### config.mk
export PLATFORM = sky130hd
export DESIGN_NAME = serial_image_loader
export DESIGN_NICKNAME = d
export VERILOG_FILES = /design/src/rtl/serial_image_loader.sv
export SDC_FILE = /design/constraint.sdc
export NUM_CORES = 1
export LEC_CHECK = 0
export CAP_MARGIN = 20
export CELL_PAD_IN_SITES_DETAIL_PLACEMENT = 1
export CELL_PAD_IN_SITES_GLOBAL_PLACEMENT = 2
export CORE_ASPECT_RATIO = 1.2
export CORE_MARGIN = 3
export CORE_UTILIZATION = 41
export DETAILED_ROUTE_END_ITERATION = 7
export PLACE_DENSITY = 0.83
export SETUP_SLACK_MARGIN = 0.5
export SYNTH_ARGS = -nofsm -noshare
export SYNTH_HDL_FRONTEND = slang
export SYNTH_SLANG_ARGS = --single-unit
### constraint.sdc
create_clock -name clk_24 -period 9.13 [get_ports clk_24]
set_clock_uncertainty 0.1 [all_clocks]
set_input_delay 1.826 -clock clk_24 [delete_from_list [all_inputs] [get_ports clk_24]]
set_output_delay 1.826 -clock clk_24 [all_outputs]
set_load 0.005 [all_outputs]
### src/rtl/serial_image_loader.sv
// Serial image loader: receives a framed byte stream (sync, big-endian
// width/height header, then width*height pixel bytes) and writes the pixels
// into a byte-wide memory.
module serial_image_loader #(
    parameter int unsigned MAX_PIXELS     = 65536,
    parameter int unsigned TIMEOUT_CYCLES = 24000000,
    parameter logic [7:0]  SYNC_BYTE      = 8'hA5
) (
    input  logic        clk_24,
    input  logic        reset_n,
    input  logic        rx_ready,
    input  logic [7:0]  rx_data,
    output logic        mem_we,
    output logic [15:0] mem_addr,
    output logic [7:0]  mem_data,
    output logic [15:0] img_width,
    output logic [15:0] img_height,
    output logic        busy,
    output logic        frame_done,
    output logic        error
);

    localparam int unsigned TO_W = (TIMEOUT_CYCLES > 1) ? $clog2(TIMEOUT_CYCLES) : 1;

    localparam logic [2:0] S_IDLE   = 3'd0;
    localparam logic [2:0] S_W_HI   = 3'd1;
    localparam logic [2:0] S_W_LO   = 3'd2;
    localparam logic [2:0] S_H_HI   = 3'd3;
    localparam logic [2:0] S_H_LO   = 3'd4;
    localparam logic [2:0] S_CHECK  = 3'd5;
    localparam logic [2:0] S_PIXELS = 3'd6;

    logic            sync1, sync2, sync_prev;
    logic [2:0]      state, state_d;
    logic [7:0]      byte_q;
    logic [15:0]     width_q, width_d;
    logic [15:0]     height_q, height_d;
    logic [15:0]     pix_cnt, pix_cnt_d;
    logic [31:0]     pix_last, pix_last_d;
    logic [TO_W-1:0] to_cnt, to_cnt_d;
    logic            mem_we_d, frame_done_d, error_d, busy_d;
    logic [15:0]     mem_addr_d, img_width_d, img_height_d;
    logic [7:0]      mem_data_d;

    logic            accept_c;
    logic [7:0]      byte_c;
    logic [31:0]     product_c;
    logic            timeout_c;

    // Rising edge of the synchronized byte-valid marks one accepted byte.
    assign accept_c  = sync2 & ~sync_prev;
    // Holding register loads in the accept cycle; logic sees the new byte immediately.
    assign byte_c    = accept_c ? rx_data : byte_q;
    assign product_c = 32'(width_q) * 32'(height_q);
    // A byte arriving in the expiry cycle wins over the timeout.
    assign timeout_c = (state != S_IDLE) && !accept_c &&
                       (to_cnt == TO_W'(TIMEOUT_CYCLES - 1));

    // Synchronizer, delay flop and byte holding register.
    always_ff @(posedge clk_24 or negedge reset_n) begin
        if (!reset_n) begin
            sync1     <= 1'b0;
            sync2     <= 1'b0;
            sync_prev <= 1'b0;
            byte_q    <= 8'd0;
        end else begin
            sync1     <= rx_ready;
            sync2     <= sync1;
            sync_prev <= sync2;
            byte_q    <= byte_c;
        end
    end

    // State, datapath and registered outputs.
    always_ff @(posedge clk_24 or negedge reset_n) begin
        if (!reset_n) begin
            state      <= S_IDLE;
            width_q    <= 16'd0;
            height_q   <= 16'd0;
            pix_cnt    <= 16'd0;
            pix_last   <= 32'd0;
            to_cnt     <= '0;
            mem_we     <= 1'b0;
            mem_addr   <= 16'd0;
            mem_data   <= 8'd0;
            img_width  <= 16'd0;
            img_height <= 16'd0;
            busy       <= 1'b0;
            frame_done <= 1'b0;
            error      <= 1'b0;
        end else begin
            state      <= state_d;
            width_q    <= width_d;
            height_q   <= height_d;
            pix_cnt    <= pix_cnt_d;
            pix_last   <= pix_last_d;
            to_cnt     <= to_cnt_d;
            mem_we     <= mem_we_d;
            mem_addr   <= mem_addr_d;
            mem_data   <= mem_data_d;
            img_width  <= img_width_d;
            img_height <= img_height_d;
            busy       <= busy_d;
            frame_done <= frame_done_d;
            error      <= error_d;
        end
    end

    // Next-state and next-output decode.
    always_comb begin
        state_d      = state;
        width_d      = width_q;
        height_d     = height_q;
        pix_cnt_d    = pix_cnt;
        pix_last_d   = pix_last;
        mem_we_d     = 1'b0;
        mem_addr_d   = mem_addr;
        mem_data_d   = mem_data;
        img_width_d  = img_width;
        img_height_d = img_height;
        frame_done_d = 1'b0;
        error_d      = error;
        to_cnt_d     = (state == S_IDLE || accept_c) ? '0 : TO_W'(to_cnt + 1'b1);

        case (state)
            S_IDLE: begin
                if (accept_c && byte_c == SYNC_BYTE) begin
                    error_d = 1'b0;
                    state_d = S_W_HI;
                end
            end
            S_W_HI: begin
                if (accept_c) begin
                    width_d[15:8] = byte_c;
                    state_d       = S_W_LO;
                end
            end
            S_W_LO: begin
                if (accept_c) begin
                    width_d[7:0] = byte_c;
                    state_d      = S_H_HI;
                end
            end
            S_H_HI: begin
                if (accept_c) begin
                    height_d[15:8] = byte_c;
                    state_d        = S_H_LO;
                end
            end
            S_H_LO: begin
                if (accept_c) begin
                    height_d[7:0] = byte_c;
                    state_d       = S_CHECK;
                end
            end
            S_CHECK: begin
                if (product_c == 32'd0 || product_c > 32'(MAX_PIXELS)) begin
                    error_d = 1'b1;
                    state_d = S_IDLE;
                end else begin
                    img_width_d  = width_q;
                    img_height_d = height_q;
                    pix_cnt_d    = 16'd0;
                    pix_last_d   = product_c - 32'd1;
                    state_d      = S_PIXELS;
                end
            end
            S_PIXELS: begin
                if (accept_c) begin
                    mem_we_d   = 1'b1;
                    mem_addr_d = pix_cnt;
                    mem_data_d = byte_c;
                    if (32'(pix_cnt) == pix_last) begin
                        frame_done_d = 1'b1;
                        state_d      = S_IDLE;
                    end else begin
                        pix_cnt_d = 16'(pix_cnt + 16'd1);
                    end
                end
            end
            default: state_d = S_IDLE;
        endcase

        if (timeout_c) begin
            error_d = 1'b1;
            state_d = S_IDLE;
        end

        busy_d = (state_d != S_IDLE);
    end

endmodule

==> reports/results.ini <==
[critical_path]
crit_family=adder cells
crit_type=flip-flop to flip-flop
cpMaxStageDelayCell=dfrtp_1
cp_common_cell=fa_1
worst-path-buf-inv=2
critPathLaunchType=flip-flop
crit_fanout=56
cp.arrival_ns=8.44
endpoint_kind=flip-flop
worstPathRequired_ns=9.36
critPathMaxStageDelay_ns=0.93
crit_path_cell_trace=nand2_1 > fa_1 > fa_1 > fa_1 > fa_1 > fa_1 > fa_1 > inv_1 > ha_1 > a21oi_1 > o21ai_1 > a22oi_1 > o21ai_0 > or3_1 > a22o_1 > nor4_1 > nand3_4 > buf_4 > mux2_4

[clock_network]
clock_tree.root_cell=clkbuf_16
cts_tree=built
clk_path_buf_depth=2
htreeDepth=4
clock_latency_ns=0.45
path_clk_slew_ns=0.07
numCtsBuffers=17
cts_setup_buffers=0
cts_num_sinks=179

[floorplan]
std_cell_rows=79
pin_count=71
coreArea_sq_um=39300
die_x_microns=189
die_y_microns=226
die_area_sq_um=42800
start_util_pct=42.0

[layout]
final_area_sq_um=18300
nets=2002
antenna_cells=0
syn2layout_area_growth_pct=10.7
drive_gt1_share_pct=8.70

[timing]
hold_ws_ns=0.253
period_needed_ns=8.21
fmax_ghz=0.122
setup_tns_ns=0
finalCritPeriodShare_pct=90.0
setup_viol=0
tightest_slew_ns=1.03
grt_setup_unrepaired=no
worst_slew_margin_rel_pct=29.7
finalMaxSlewViolations=0
hold_viol=0

[run]
cap_violations=0

[synthesis]
synth-edff-count=0
async_flop_share_pct=100
synth.area.top_cells=dfrtp_1, fa_1, ha_1, nand2_1, inv_1
syn_nets=1977
netlist.area_leader.share_pct=27.1
synthCells=1664
synth_top_area_cell=dfrtp_1
synthFlopType=dfrtp_1
ys_seq_area_share_pct=27.1
ys_types=62
yosys-top-cells-count=nand2_1, inv_1, fa_1, dfrtp_1, and2_1
netlist_area_sq_um=16500
yosys_warnings=0
synth.most_common_cell=nand2_1
synth_seq_cells=179
synth_area_per_cell_sq_um=9.94

[global_routing]
grt_use_total_pct=22.2
grt_max_degree=105
antenna_found_initial=1
grt_overflow=0
grt_pass1_vias=13698
grt_first_pass_wirelength_mm=74.7

[routing]
first_pass_iters=5
wl_per_cell_microns=20.3
drc=0
vias_per_cell=5.34
drt_iter0_drc=419
detail-route-antenna-nets=0
wl_mm=45.2
vias=11883

[status]
status=finished clean

[place]
portBuffers=70
post-dp-hpwl_mm=33.7
place_area_sq_um=17700
gp_congestion=0.846

[worst_hold_path]
hold_path_class=flip-flop to flip-flop

## per-stage QoR
| step | cells | worst slack (ns) | utilization, % |
|---|---|---|---|
| after detailed placement | 2195 | 0.787 | 45.0 |
| final | 2227 | 0.917 | 46.5 |
| after global placement | 2195 | 0.979 | 45.0 |
| after CTS | 2226 | 0.753 | 46.5 |
| after floorplan | 1664 | 1.86 | - |
| after global routing | 2227 | 0.507 | 46.5 |
## cells by family after synthesis
logic type	count (synthesis)	share of synthesized area, %
AND/OR/NAND/NOR	553	16.2
adder cells (fa/ha/maj)	302	31.7
buffers and inverters	278	6.61
flip-flops	179	27.1
AO/OA/AOI/OAI	173	6.54
multiplexers	93	7.38
XOR/XNOR	86	4.55
## layout make-up
class	count	area, sq um
clock buffers	19	453
clock inverters	12	160
fillers	4454	21000
inverters	197	739
multi-input cells	1207	11000
flip-flops and latches	179	4480
well taps	526	658
repair buffers	87	830
## timing repair
item | in CTS | in global routing
gates resized for setup | 0 | 1
endpoints found under the hold margin | 0 | 0
endpoints found under the setup margin | 0 | 35
hold buffers | 0 | 0
## flip-flops by register name, summed over array words and instances, names as in the netlist
register    cells
state           3
byte_q          8
busy            1
width_q        16
to_cnt         25
mem_we          1
pix_cnt        16
sync1           1
sync2           1
img_height     16
pix_last       32
error           1
frame_done      1
height_q       16
sync_prev       1
img_width      16
mem_data        8
mem_addr       16
## worst paths after layout
path	from	to	slack [ns]	cells after the start
setup / recovery	width_q[7]	pix_last[14]	0.92	19
hold / removal	sync1	sync2	0.25	0
setup reg to reg	width_q[7]	pix_last[14]	0.92	19
hold reg to reg	sync1	sync2	0.25	0
max in group asynchronous	reset_n	pix_last[13]	6.05	2
min in group asynchronous	reset_n	mem_data[1]	1.39	1
## cells in the final DEF (no fill, tap or decap), types with 8 or more instances in the layout
cell type / count
mux2_2: 35
clkbuf_16: 17
inv_1: 197
and2_1: 116
mux2_4: 49
o21ai_0: 54
nor2_1: 76
ha_1: 108
fa_1: 194
nor3_1: 18
buf_4: 16
nand2_1: 240
nand3_1: 26
nand4_1: 21
o211ai_1: 10
or3_1: 8
nor4_1: 15
dfrtp_1: 178
xor2_1: 54
a21oi_1: 51
xnor2_1: 32
clkdlybuf4s50_1: 69
mux2i_1: 9
## per-layer routing
metal	track usage (%)	part of all wire [%]	vias up
li1	-	-	5410
met3	3.74	3.5	83
met1	27.9	43	6179
met4	7.18	2.8	2
met5	0	0.029	-
met2	39.3	51	209
Power is not shown: default switching activity piles up to over one toggle a cycle in this logic, so the estimate is an artifact.
